## config.mk

```make
export PLATFORM = sky130hd
export DESIGN_NAME = paddle_input_ctrl
export DESIGN_NICKNAME = d
export VERILOG_FILES = /design/src/rtl/paddle_input_ctrl.sv
export SDC_FILE = /design/constraint.sdc
export NUM_CORES = 1
export LEC_CHECK = 0
export BUFFER_PORTS_ARGS = -buffer_cell sky130_fd_sc_hd__buf_2
export CAP_MARGIN = 20
export CORE_AREA = 2 2 86 80
export DETAILED_ROUTE_END_ITERATION = 8
export DIE_AREA = 0 0 88 82
export MAX_ROUTING_LAYER = met4
export PLACE_DENSITY = 0.62
export SLEW_MARGIN = 20
export SYNTH_ARGS = -nofsm -noshare
export SYNTH_HDL_FRONTEND = slang
export SYNTH_SLANG_ARGS = --single-unit
export TNS_END_PERCENT = 10
```

## constraint.sdc

```tcl
create_clock -name clk -period 2.75 [get_ports clk]
set_input_delay 0 -clock clk [delete_from_list [all_inputs] [get_ports clk]]
set_output_delay 0 -clock clk [all_outputs]
set_load 0.005 [all_outputs]
```

## src/rtl/paddle_input_ctrl.sv

```systemverilog
// paddle_input_ctrl
// Turns two bouncing push-buttons and the VGA vsync into the per-frame
// enable pulse, latched up/down direction levels and vertical step size
// consumed by the paddle widget.
//
// Build option: define PADDLE_ACCEL_EN to build the frame counter that grows
// del_y from BASE_DEL towards MAX_DEL while one direction stays held.
// Without it, del_y is the constant BASE_DEL.
//
// Debounce FSM (one instance per button)
//   state        | meaning
//   RELEASED     | button accepted as up, waiting for a pressed sample
//   PRESS_WAIT   | pressed samples being counted, db still low
//   HELD         | button accepted as down, waiting for a released sample
//   RELEASE_WAIT | released samples being counted, db still high
//
// The debounce timer is a down-counter loaded with DEBOUNCE_CYCLES-1 on
// entry to a wait state; the terminal count is reached on the
// DEBOUNCE_CYCLES-th consecutive stable sample (DEBOUNCE_CYCLES >= 2).

module paddle_input_ctrl #(
    parameter int DEBOUNCE_CYCLES = 500000,
    parameter int CNT_W           = 19,
    parameter bit VSYNC_POL       = 1'b1,
    parameter int BASE_DEL        = 2,
    parameter int MAX_DEL         = 8,
    parameter int ACCEL_FRAMES    = 8
) (
    input  logic       clk,
    input  logic       reset,
    input  logic       btn_up_raw,
    input  logic       btn_down_raw,
    input  logic       vsync,
    output logic       enable,
    output logic       up,
    output logic       down,
    output logic [4:0] del_y,
    output logic       btn_up_db,
    output logic       btn_down_db
);

    typedef enum logic [1:0] {
        RELEASED     = 2'd0,
        PRESS_WAIT   = 2'd1,
        HELD         = 2'd2,
        RELEASE_WAIT = 2'd3
    } db_state_t;

    localparam logic [CNT_W-1:0] CNT_LOAD = CNT_W'(DEBOUNCE_CYCLES - 1);
    localparam logic [CNT_W-1:0] CNT_ONE  = CNT_W'(1);
    localparam logic [4:0]       BASE_Y   = 5'(BASE_DEL);
    localparam logic             VS_ACT   = VSYNC_POL;

    // Reject parameter sets the datapath cannot represent.
    if (DEBOUNCE_CYCLES < 2 || (64'd1 << CNT_W) <= 64'(DEBOUNCE_CYCLES) ||
        BASE_DEL < 1 || MAX_DEL < BASE_DEL || MAX_DEL > 15 ||
        ACCEL_FRAMES < 1) begin : g_param_check
        $error("paddle_input_ctrl: illegal parameter set");
    end

    // bit 0 = up button, bit 1 = down button
    logic [1:0] btn_raw;
    logic [1:0] btn_s1;
    logic [1:0] btn_s2;
    logic [1:0] btn_db;

    assign btn_raw = {btn_down_raw, btn_up_raw};

    // Two-flop synchronisers for the asynchronous button inputs.
    always_ff @(posedge clk) begin
        if (reset) begin
            btn_s1 <= 2'b00;
            btn_s2 <= 2'b00;
        end else begin
            btn_s1 <= btn_raw;
            btn_s2 <= btn_s1;
        end
    end

    genvar g;
    for (g = 0; g < 2; g++) begin : g_debounce
        db_state_t        state;
        logic [CNT_W-1:0] cnt;
        logic             db_q;

        // Debounce FSM: a level change is accepted only after an unbroken
        // run of DEBOUNCE_CYCLES equal samples; any opposite sample aborts.
        always_ff @(posedge clk) begin
            if (reset) begin
                state <= RELEASED;
                cnt   <= '0;
                db_q  <= 1'b0;
            end else begin
                case (state)
                    RELEASED: begin
                        if (btn_s2[g]) begin
                            state <= PRESS_WAIT;
                            cnt   <= CNT_LOAD;
                        end
                    end
                    PRESS_WAIT: begin
                        if (!btn_s2[g]) begin
                            state <= RELEASED;
                            cnt   <= '0;
                        end else if (cnt <= CNT_ONE) begin
                            state <= HELD;
                            cnt   <= '0;
                            db_q  <= 1'b1;
                        end else begin
                            cnt <= cnt - CNT_ONE;
                        end
                    end
                    HELD: begin
                        if (!btn_s2[g]) begin
                            state <= RELEASE_WAIT;
                            cnt   <= CNT_LOAD;
                        end
                    end
                    RELEASE_WAIT: begin
                        if (btn_s2[g]) begin
                            state <= HELD;
                            cnt   <= '0;
                        end else if (cnt <= CNT_ONE) begin
                            state <= RELEASED;
                            cnt   <= '0;
                            db_q  <= 1'b0;
                        end else begin
                            cnt <= cnt - CNT_ONE;
                        end
                    end
                    default: begin
                        state <= RELEASED;
                        cnt   <= '0;
                        db_q  <= 1'b0;
                    end
                endcase
            end
        end

        assign btn_db[g] = db_q;
    end

    assign btn_up_db   = btn_db[0];
    assign btn_down_db = btn_db[1];

    logic vs_s1;
    logic vs_s2;
    logic vs_prev;
    logic frame_tick;

    // Leading edge of the synchronised vsync at its active polarity.
    assign frame_tick = (vs_s2 == VS_ACT) && (vs_prev != VS_ACT);

    // vsync synchroniser and edge register; flops reset to the inactive
    // level so releasing reset can never look like a leading edge.
    always_ff @(posedge clk) begin
        if (reset) begin
            vs_s1   <= ~VS_ACT;
            vs_s2   <= ~VS_ACT;
            vs_prev <= ~VS_ACT;
            enable  <= 1'b0;
        end else begin
            vs_s1   <= vsync;
            vs_s2   <= vs_s1;
            vs_prev <= vs_s2;
            enable  <= frame_tick;
        end
    end

    logic dir_up;
    logic dir_down;

    // Both held cancels; resolution uses db values from before the tick edge.
    assign dir_up   = btn_db[0] & ~btn_db[1];
    assign dir_down = btn_db[1] & ~btn_db[0];

    // Direction levels latched once per frame, together with enable.
    always_ff @(posedge clk) begin
        if (reset) begin
            up   <= 1'b0;
            down <= 1'b0;
        end else if (frame_tick) begin
            up   <= dir_up;
            down <= dir_down;
        end
    end

`ifdef PADDLE_ACCEL_EN
    localparam int             FW       = (ACCEL_FRAMES > 1) ? $clog2(ACCEL_FRAMES) : 1;
    localparam logic [FW-1:0]  FRAME_TC = FW'(ACCEL_FRAMES - 1);
    localparam logic [4:0]     MAX_Y    = 5'(MAX_DEL);

    logic [FW-1:0] frame_cnt;
    logic          dir_same;

    assign dir_same = (dir_up | dir_down) && (dir_up == up) && (dir_down == down);

    // Step size grows by one every ACCEL_FRAMES ticks of an unchanged,
    // non-zero direction; any release, cancel or reversal snaps it back.
    always_ff @(posedge clk) begin
        if (reset) begin
            frame_cnt <= '0;
            del_y     <= BASE_Y;
        end else if (frame_tick) begin
            if (dir_same) begin
                if (frame_cnt == FRAME_TC) begin
                    frame_cnt <= '0;
                    if (del_y < MAX_Y) begin
                        del_y <= del_y + 5'd1;
                    end
                end else begin
                    frame_cnt <= frame_cnt + FW'(1);
                end
            end else begin
                frame_cnt <= '0;
                del_y     <= BASE_Y;
            end
        end
    end
`else
    assign del_y = BASE_Y;
`endif

endmodule

```

==> results.toml, run 1 <==
[grt]
antenna_found_initial = 0
grt_pass1_wl_mm = 9.749
grt_overflow_total = 0
grt_max_degree = 30
grt_pass1_vias = 2055
grt_usage = 0.1740

[setup_path]
reg2reg_to = "g_debounce[1].cnt[7]"
r2r_setup_slack_ps = 410
startpoint_type = "register"
reg2reg_from = "g_debounce[1].cnt[6]"
cp-end-kind = "register"
crit_arrival_ps = 2540
criticalPathCategory = "reg2reg"
crit_required_ps = 2950
reg2reg_depth = 5
crit_fanout = 13
crit_path_start = "g_debounce[1].cnt[6]"

[die]
die_h_um = 82
initial_utilization = 0.4345
rows = 28
fp.coreArea_mm2 = 0.006341
fp.dieArea_mm2 = 0.007216
io-pin-count = 15
die_w_um = 88

[clock_tree]
cts.sinks = 54
numCtsBuffers = 5
cts_resized = 0
holdBufCountCts = 3
clock_latency_ps = 310
cts_tree = "built"
clock_path_buffers = 2
ctsRootBufferMaster = "clkbuf_8"
h-tree-depth = 2
post-cts-setup-buffers = 0
clk_pin_slew_ps = 90

[hold_path]
min_to = "g_debounce[1].cnt[4]"
hold_path.startpoint = "reset"
hold_path.class = "in2reg"
min_path_cells = 2

[placed_design]
dp_cells = 413
place_area_mm2 = 0.002860
dp_hpwl_mm = 3.887
numPortBuffers = 9
gp_congestion = 0.8555

[drt]
drt-wirelength-per-cell_um = 13.41
viasPerCell = 5.504
drtAntennaViolNets = 0
drt_iter0_drc = 192
drc = 0
dr.pass1.iters = 4
drt_wl_total_mm = 5.673
vias = 2328

[yosys]
synth_area_leaders = "dfxtp_1 (39%), nor2_1 (6.3%), a21oi_1 (3.6%), mux2i_1 (2.9%), nor3_1 (2.9%)"
ys_seq_area_frac = 0.3924
yosysUniqueCellTypes = 59
syn_inst = 322
syn-cell-area_mm2 = 0.002755
synth_top_area_cell = "dfxtp_1"
synth_common_cells = "dfxtp_1 (54), nor2_1 (46), a21oi_1 (20)"
synth_seq_cells = 54
syn_avg_cell_area_um2 = 8.556
synthFlopType = "dfxtp_1"
yosysMostFrequentCell = "dfxtp_1"
async_reset_ff_frac = 0
synth_top_area_frac = 0.3924
synth_edf_count = 0
yosys_warnings = 0

[power_and_ir_drop]
p_sw_frac = 0.3132
power_frac_comb = 0.251
p_sw_mw = 0.5881
ir_drop_v = 0.0003689
finalPower_mw = 1.878
clock_power_share = 0.279
p_leak_nw = 1.170
seqPwrFrac = 0.469
intPower_mw = 1.290
pwr_density_cell_mw_per_mm2 = 626.4

[sta]
min_period_ps = 2336
tightestPinTransition_ps = 675.6
hold_viol_final = 0
fin_setup_tns_ps = 0
hold_ws_ps = 186.6
slew_violations = 0
slew_headroom = 0.5496
finalSetupViolations = 0
max_clock_freq_mhz = 428.0
fin_skew_ps = 9.372
post-route-period-util = 0.8496
rsz0062_at_grt = "no"

[flow_run]
cap_viol_max_count = 0

[cells_and_area]
multi_input_area_mm2 = 0.001516
area_delta_synth_final_pct = 8.810
n_antenna_cell = 0
register_area_mm2 = 0.001081
nFillCells = 626
final-instance-count-excl-fill = 423
final_nets = 342
stdcell_area_mm2 = 0.002998
drive_gt1_frac = 0.1051

[status]
outcome = "finished, final reports clean"
## layout make-up
type | count | share of cell area
Clock buffer | 5 | 0.02295
Timing Repair Buffer | 20 | 0.04508
Clock inverter | 2 | 0.01294
Inverter | 12 | 0.01503
Sequential cell | 54 | 0.3606
Multi-Input combinational cell | 240 | 0.5058
Tap cell | 90 | 0.03756
## how the worst max path moves through the flow
stage | to | cells past startpoint | slack, ps
after floorplan | g_debounce[1].cnt[15] | 6 | 510
after global placement | g_debounce[1].cnt[15] | 5 | 460
after detailed placement | g_debounce[1].cnt[15] | 5 | 440
after CTS | g_debounce[1].cnt[15] | 5 | 420
after global routing | g_debounce[1].cnt[7] | 5 | 320
final | g_debounce[1].cnt[7] | 5 | 410
## power groups by stage
stage	Sequential [mW]	Clock (mW)	Combinational (mW)
floorplan	0.888	0	0.373
global placement	0.899	0	0.459
detailed placement	0.899	0	0.463
CTS	0.882	0.548	0.468
global route	0.892	0.571	0.536
finish	0.882	0.525	0.471
## worst max-delay path, stage by stage, from the launching register on
cell and delay, ps:
dfxtp_1 350, or4_4 580, or4_4 530, o2111ai_1 380, o21ai_0 170, a32o_1 220
## sequential cells by signal, summed over array words and instances (netlist names), named ones only
register,count
btn_s1,2
up,1
btn_s2,2
btn_up_db,1
vs_s1,1
down,1
enable,1
btn_down_db,1
vs_s2,1
g_debounce.state,2
vs_prev,1
g_debounce.cnt,38
## metal layers
layer / track usage / share of wire / up-vias
li1: - / - / 1193
met1: 0.2561 / 0.50 / 1074
met2: 0.2432 / 0.44 / 55
met3: 0.03417 / 0.044 / 6
met4: 0.04154 / 0.0085 / 0
met5: - / 0 / -
## per-stage QoR
step,util,setup WS (ps)
floorplan,-,512.9
detailed placement,0.4511,444.2
finish,0.4728,413.7
CTS,0.4728,424.1
global route,0.4728,323.9
global placement,0.4511,461.2
## logic make-up after synthesis
group                    after synthesis  synth area share
flip-flops                            54            0.3924
buffers and inverters                 31           0.06130
multiplexers                           8           0.02907
XOR/XNOR                              12           0.03815
adder cells (fa/ha/maj)                4           0.01817
AO/OA/AOI/OAI                         73            0.1916
other                                  2          0.002726
AND/OR/NAND/NOR                      138            0.2666
## layout by cell type (no fill, tap or decap), types with 4 or more instances in the layout
cell type | netlist | routed
a211oi_1 | 6 | 6
a21oi_1 | 20 | 20
a311oi_1 | 4 | 4
and4_1 | 5 | 5
buf_2 | 1 | 9
buf_4 | 5 | 8
clkbuf_8 | 1 | 5
conb_1 | 2 | 5
dfxtp_1 | 54 | 54
ha_1 | 4 | 4
inv_1 | 12 | 12
mux2i_1 | 8 | 8
nand2_1 | 18 | 18
nand3_1 | 9 | 9
nand4_1 | 6 | 6
nor2_1 | 46 | 46
nor2b_1 | 10 | 10
nor3_1 | 16 | 16
nor4_1 | 5 | 5
o211ai_1 | 4 | 4
o21ai_0 | 9 | 9
xnor2_1 | 6 | 6
xor2_1 | 6 | 6
No activity file was read; power rests on OpenSTA's default activity.
==> run 2: changes to the inputs <==
--- a/config.mk
+++ b/config.mk
@@ -5,11 +5,12 @@
 export SDC_FILE = /design/constraint.sdc
 export NUM_CORES = 1
 export LEC_CHECK = 0
+export ABC_AREA = 1
 export BUFFER_PORTS_ARGS = -buffer_cell sky130_fd_sc_hd__buf_2
 export CAP_MARGIN = 20
-export CORE_AREA = 2 2 86 80
+export CORE_AREA = 2 2 91 84
 export DETAILED_ROUTE_END_ITERATION = 8
-export DIE_AREA = 0 0 88 82
+export DIE_AREA = 0 0 93 86
 export MAX_ROUTING_LAYER = met4
 export PLACE_DENSITY = 0.62
 export SLEW_MARGIN = 20
==> constraint.sdc (replaced) <==
create_clock -name clk -period 2.28 [get_ports clk]
set_input_delay 0 -clock clk [delete_from_list [all_inputs] [get_ports clk]]
set_output_delay 0 -clock clk [all_outputs]
set_load 0.005 [all_outputs]
==> run 2 against run 1 <==
Effect of this change: setup slack better by 260 ps; combinational power rose to 3.4 times the previous value; critical path depth rose by 3; global-route usage up 0.92 points; wire length grew 18%; area after synthesis rose by 12%; critical path type unchanged; worst hold slack improved by 25 ps; via count up 18%; clock power up 10%; first-iteration DRC count decreased by 26%; register-to-register slack better by 260 ps.
==> results.toml, run 2 <==
[status]
outcome = "finished, final reports clean"

[clock_tree]
cts_tree = "built"
h-tree-depth = 2
cts_resized = 0
clock_path_buffers = 2
ctsRootBufferMaster = "clkbuf_8"
cts.sinks = 54
numCtsBuffers = 5
clock_latency_ps = 320
clk_pin_slew_ps = 110
post-cts-setup-buffers = 0

[grt]
grt_max_degree = 38
grt_pass1_wl_mm = 11.50
grt-busiest-layer = "met1"
grt_pass1_vias = 2457
grt_overflow_total = 0
grt_usage = 0.1832
grtUsageMet3 = 0.02900
met1_usage = 0.2682
antenna_found_initial = 0
met2_usage = 0.2661

[drt]
drt_wl_total_mm = 6.713
viasPerCell = 4.953
dr.pass1.iters = 4
drc = 0
drt_iter0_drc = 143
drtAntennaViolNets = 0
vias = 2749
drt-wirelength-per-cell_um = 12.10

[yosys]
syn-cell-area_mm2 = 0.003087
syn_avg_cell_area_um2 = 6.875
synth_edf_count = 0
synth_top_area_cell = "dfxtp_1"
yosysMostFrequentCell = "nor2_1"
synth_fa_ha_area_frac = 0.01621
async_reset_ff_frac = 0
synthFlopType = "dfxtp_1"
synth_top_area_frac = 0.3502
synthSimpleGateAreaFrac = 0.3737
syn_inst = 449
yosys_warnings = 0
synth_area_leaders = "dfxtp_1 (35%), nor2_1 (13%), nand2_1 (8.6%), inv_1 (5.7%), o21ai_0 (4.7%)"
synth_compound_area_frac = 0.1188
synth_common_cells = "nor2_1 (110), nand2_1 (71), dfxtp_1 (54)"
synth_seq_cells = 54
synth_xor_xnor_area_share = 0.05351
ys_seq_area_frac = 0.3502
yosysUniqueCellTypes = 36
muxShareOfSynthArea = 0
synth_top_family_by_area = "simple AND/OR/NAND/NOR gates"

[sta]
rsz0062_at_grt = "no"
fin_setup_tns_ps = 0
min_period_ps = 1611
max_clock_freq_mhz = 620.8
slew_violations = 0
finalSetupViolations = 0
hold_viol_final = 0
tightestPinTransition_ps = 572.3
slew_headroom = 0.6180
fin_skew_ps = 9.086
post-route-period-util = 0.7065

[setup_path]
cp_slowest_cell = "dfxtp_1"
cpPeakStageDelay_ps = 320
path_common_cell = "inv_1"
critPathTopFamily = "simple AND/OR/NAND/NOR gates"
criticalPathCategory = "reg2reg"
worstPathCellList = "inv_1 -> ha_1 -> inv_1 -> nor3_1 -> nand2_1 -> xor2_1 -> o21a_1 -> nor2_1"
startpoint_type = "register"
crit_fanout = 4
crit_buf_inv = 2
crit_required_ps = 2540
crit_arrival_ps = 1870
cp-end-kind = "register"

[die]
fp.coreArea_mm2 = 0.006967
rows = 29
die_w_um = 93
io-pin-count = 15
die_h_um = 86
fp.dieArea_mm2 = 0.007998
initial_utilization = 0.4431

[placed_design]
dp_hpwl_mm = 4.827
gp_congestion = 0.8460
numPortBuffers = 9

[cells_and_area]
largest_register = "g_debounce.cnt"
final_nets = 470
final_common_cell = "nor2_1"
final_cell_mix = "nor2_1 (110), nand2_1 (71), dfxtp_1 (54)"
nFillCells = 709
drive_gt1_frac = 0.1212
largest_reg_flops = 38
multi_input_area_mm2 = 0.001754
n_antenna_cell = 0
register_area_mm2 = 0.001081
area_delta_synth_final_pct = 7.904

[hold_path]
hold_path.class = "in2reg"

[power_and_ir_drop]
p_leak_nw = 1.469
ir_drop_v = 0.0005145
pwr_density_cell_mw_per_mm2 = 1031
finalPower_mw = 3.435

[flow_run]
cap_viol_max_count = 0
-- run 2: cell count changes in the layout (fill, tap and decap cells not counted), sizes merged, moves of 8 or more --
cell,before,now
o21a,1,9
nor2b,10,0
nand3,9,21
nand2,18,74
mux2i,8,0
o21ai,10,30
inv,12,51
nor2,46,126
-- run 2: layout make-up --
type / count / area share
tap: 93 / 0.03494
sequential: 54 / 0.3246
clock buffer: 6 / 0.02479
timing repair buffer: 14 / 0.02705
inverter: 51 / 0.05823
multi-input combinational: 335 / 0.5267
clock inverter: 2 / 0.003757
-- run 2: tightest hold or removal path, stage by stage --
cell and delay (ps):
buf_2 110, buf_4 250, nor2_1 140
-- run 2: worst paths after layout --
| check | startpoint | endpoint | slack (ps) | depth (start not counted) |
|---|---|---|---|---|
| setup / recovery | g_debounce[1].cnt[1] | g_debounce[1].cnt[12] | 670 | 8 |
| hold / removal | reset | g_debounce[1].cnt[6] | 210 | 3 |
| setup reg to reg | g_debounce[1].cnt[1] | g_debounce[1].cnt[12] | 670 | 8 |
| hold reg to reg | btn_s1[1] | btn_s2[1] | 410 | 2 |
-- run 2: per-layer routing --
layer	wire length [µm]	share of wire
met5	0	0
met2	2801	0.42
met3	241	0.036
met4	62	0.0092
met1	3607	0.54
-- run 2: cells by family (layout without fill, tap and decap cells) --
group | after synthesis | after routing
xor gates and xnor gates | 18 | 18
and+or+nand+nor | 242 | 242
other | 2 | 5
adders and majority gates | 4 | 4
AOI/OAI and AO/OA | 66 | 66
buffers and inverters | 63 | 73
DFF | 54 | 54
-- run 2: what timing repair did --
action,CTS,global route
hold endpoints to repair,3,0
hold buffers,3,0
endpoints found under the setup margin,0,0
-- run 2: metrics by stage --
stage | util | cell area, µm² | hold slack, ps | std cells | setup WS (ps)
floorplan | - | 3098 | 107.0 | 452 | 875.0
global placement | 0.4601 | 3206 | 201.7 | 544 | 726.8
detailed placement | 0.4601 | 3206 | 211.8 | 544 | 682.6
CTS | 0.4781 | 3331 | 218.0 | 555 | 657.2
global route | 0.4781 | 3331 | 251.9 | 555 | 514.9
finish | 0.4781 | 3331 | 212.0 | 555 | 669.2
-- run 2: report_power, final --
part / total, mW / switching (mW) / internal, mW
clock network: 0.578 / 0.333 / 0.245
logic: 1.62 / 1.05 / 0.567
registers: 1.24 / 0.149 / 1.09
==> run 3: changes to the inputs <==
--- a/config.mk
+++ b/config.mk
@@ -12,7 +12,7 @@
 export DETAILED_ROUTE_END_ITERATION = 8
 export DIE_AREA = 0 0 93 86
 export MAX_ROUTING_LAYER = met4
-export PLACE_DENSITY = 0.62
+export PLACE_DENSITY = 0.65
 export SLEW_MARGIN = 20
 export SYNTH_ARGS = -nofsm -noshare
 export SYNTH_HDL_FRONTEND = slang
==> constraint.sdc (replaced) <==
create_clock -name clk -period 1.4 [get_ports clk]
set_input_delay 0 -clock clk [delete_from_list [all_inputs] [get_ports clk]]
set_output_delay 0 -clock clk [all_outputs]
set_load 0.005 [all_outputs]
==> run 3 against run 2 <==
Effect of this change: the run now ends with setup timing left; power grew 110%; sequential share of layout area shrank 5.6 points; global-route usage grew 2.3 points; core utilization grew 13 points; largest cell class unchanged; highest routed layer unchanged.
==> results.toml, run 3 (synthesis results as in run 2) <==
[drt]
viasPerCell = 4.982
vias = 3099
drtAntennaViolNets = 0
drt_iter0_drc = 212
dr.pass1.iters = 4
drc = 0
drt_wl_total_mm = 8.162
drt-wirelength-per-cell_um = 13.12

[sta]
hold_viol_final = 0
fin_skew_ps = 4.574
post-route-period-util = 1.032
finalSetupViolations = 6
rsz0062_at_grt = "yes"
layout_setup_ws_ps = -45.47
min_period_ps = 1445
slew_violations = 0
max_clock_freq_mhz = 691.8

[setup_path]
crit_required_ps = 1650
cpPeakStageDelay_ps = 380
criticalPathCategory = "reg2reg"
startpoint_type = "register"
cp-end-kind = "register"
crit_buf_inv = 0
r2r_setup_slack_ps = -50
cp_slowest_cell = "dfxtp_4"
crit_arrival_ps = 1700
critPathTopFamily = "simple AND/OR/NAND/NOR gates"
crit_fanout = 7
worstPathCellList = "nor2_4 -> nand2_2 -> nor2_4 -> nand3_4 -> nand3_4 -> nand2_8 -> nand2_1 -> nand2_1 -> nor2_2"

[clock_tree]
cts.sinks = 54
clock_latency_ps = 310
cts_tree = "built"
clock_path_buffers = 2
h-tree-depth = 2
ctsRootBufferMaster = "clkbuf_8"
clk_pin_slew_ps = 100
numCtsBuffers = 5

[cells_and_area]
drive_gt1_frac = 0.4045
final_nets = 538
largest_reg_flops = 38
final_cell_mix = "nor2_1 (78), buf_4 (69), nand2_1 (59)"
largest_register = "g_debounce.cnt"
area_delta_synth_final_pct = 38.18
final_common_cell = "nor2_1"
n_antenna_cell = 0

[status]
violations = "setup timing"
outcome = "complete, but fails checks"

[grt]
grt_pass1_vias = 2790
grt_overflow_total = 0
grt_max_degree = 38
grt_usage = 0.2062
antenna_found_initial = 0
grt_pass1_wl_mm = 12.94

[power_and_ir_drop]
p_sw_mw = 3.156
intPower_mw = 3.970
seqPwrFrac = 0.298
p_leak_nw = 1.869
power_frac_comb = 0.580
ir_drop_v = 0.001078
clock_power_share = 0.123
finalPower_mw = 7.125
pwr_density_cell_mw_per_mm2 = 1670
p_sw_frac = 0.4429

[die]
die_w_um = 93
die_h_um = 86
fp.coreArea_mm2 = 0.006967
fp.dieArea_mm2 = 0.007998
initial_utilization = 0.4431
rows = 29
io-pin-count = 15

[placed_design]
dp_hpwl_mm = 5.440
gp_congestion = 0.8959
numPortBuffers = 9
dp_slack_ps = -113.8

[flow_run]
cap_viol_max_count = 0

[hold_path]
hold_path.class = "in2reg"
-- run 3: per-layer routing --
| layer | vias to the layer above | track usage | part of all wire |
|---|---|---|---|
| li1 | 1577 | - | - |
| met1 | 1424 | 0.2835 | 0.48 |
| met2 | 86 | 0.3274 | 0.46 |
| met3 | 12 | 0.02900 | 0.046 |
| met4 | 0 | 0.04011 | 0.0099 |
| met5 | - | - | 0 |
-- run 3: worst paths after layout --
path                             start  cells past startpoint           to
setup / recovery  g_debounce[0].cnt[8]                      9     register
hold / removal                   reset                      4  btn_down_db
setup reg to reg  g_debounce[0].cnt[8]                      9     register
hold reg to reg              btn_s1[0]                      2    btn_s2[0]
-- run 3: final cells by class --
type,instances,area [µm²]
fillers,606,2701
multi-input cells,336,2105
flip-flops and latches,54,1146
repair buffers,81,593.1
inverters,51,225.2
well taps,93,116.4
clock buffers,6,72.57
clock inverters,1,7.507
-- run 3: per-stage QoR --
stage | TNS [ps] | hold WS (ps) | instance area [µm²] | util | cells
6_report | -68.07 | 149.9 | 4265 | 0.6122 | 622
4_1_cts | -93.86 | 149.0 | 3875 | 0.5562 | 614
2_1_floorplan | 0 | 107.0 | 3103 | - | 452
3_3_place_gp | -1196 | 198.8 | 3646 | 0.5233 | 602
3_5_place_dp | -1285 | 213.2 | 3646 | 0.5233 | 602
5_1_grt | -2446 | 149.4 | 4265 | 0.6122 | 622
-- run 3: worst reg2reg max path: stages, from the launching register on --
cell,delay [ps]
dfxtp_4,380
nor2_4,130
nand2_2,80
nor2_4,200
nand3_4,140
nand3_4,170
nand2_8,90
nand2_1,70
nand2_1,50
nor2_2,80
-- run 3: power groups by stage --
stage | sequential [mW] | clock [mW] | combinational, mW
2_1_floorplan | 1.98 | 0 | 2.18
3_3_place_gp | 2.00 | 0 | 3.23
3_5_place_dp | 2.01 | 0 | 3.28
4_1_cts | 2.00 | 0.882 | 3.51
5_1_grt | 2.16 | 0.946 | 4.55
6_report | 2.12 | 0.876 | 4.13
-- run 3: repair_timing --
action / in CTS / in global routing
hold buffers: 3 / 0
buffers inserted: 1 / 8
cloned: 1 / 0
pin swaps: 7 / 36
resized for setup: 42 / 108
endpoints found under the setup margin: 35 / 44
hold endpoints to repair: 3 / 0
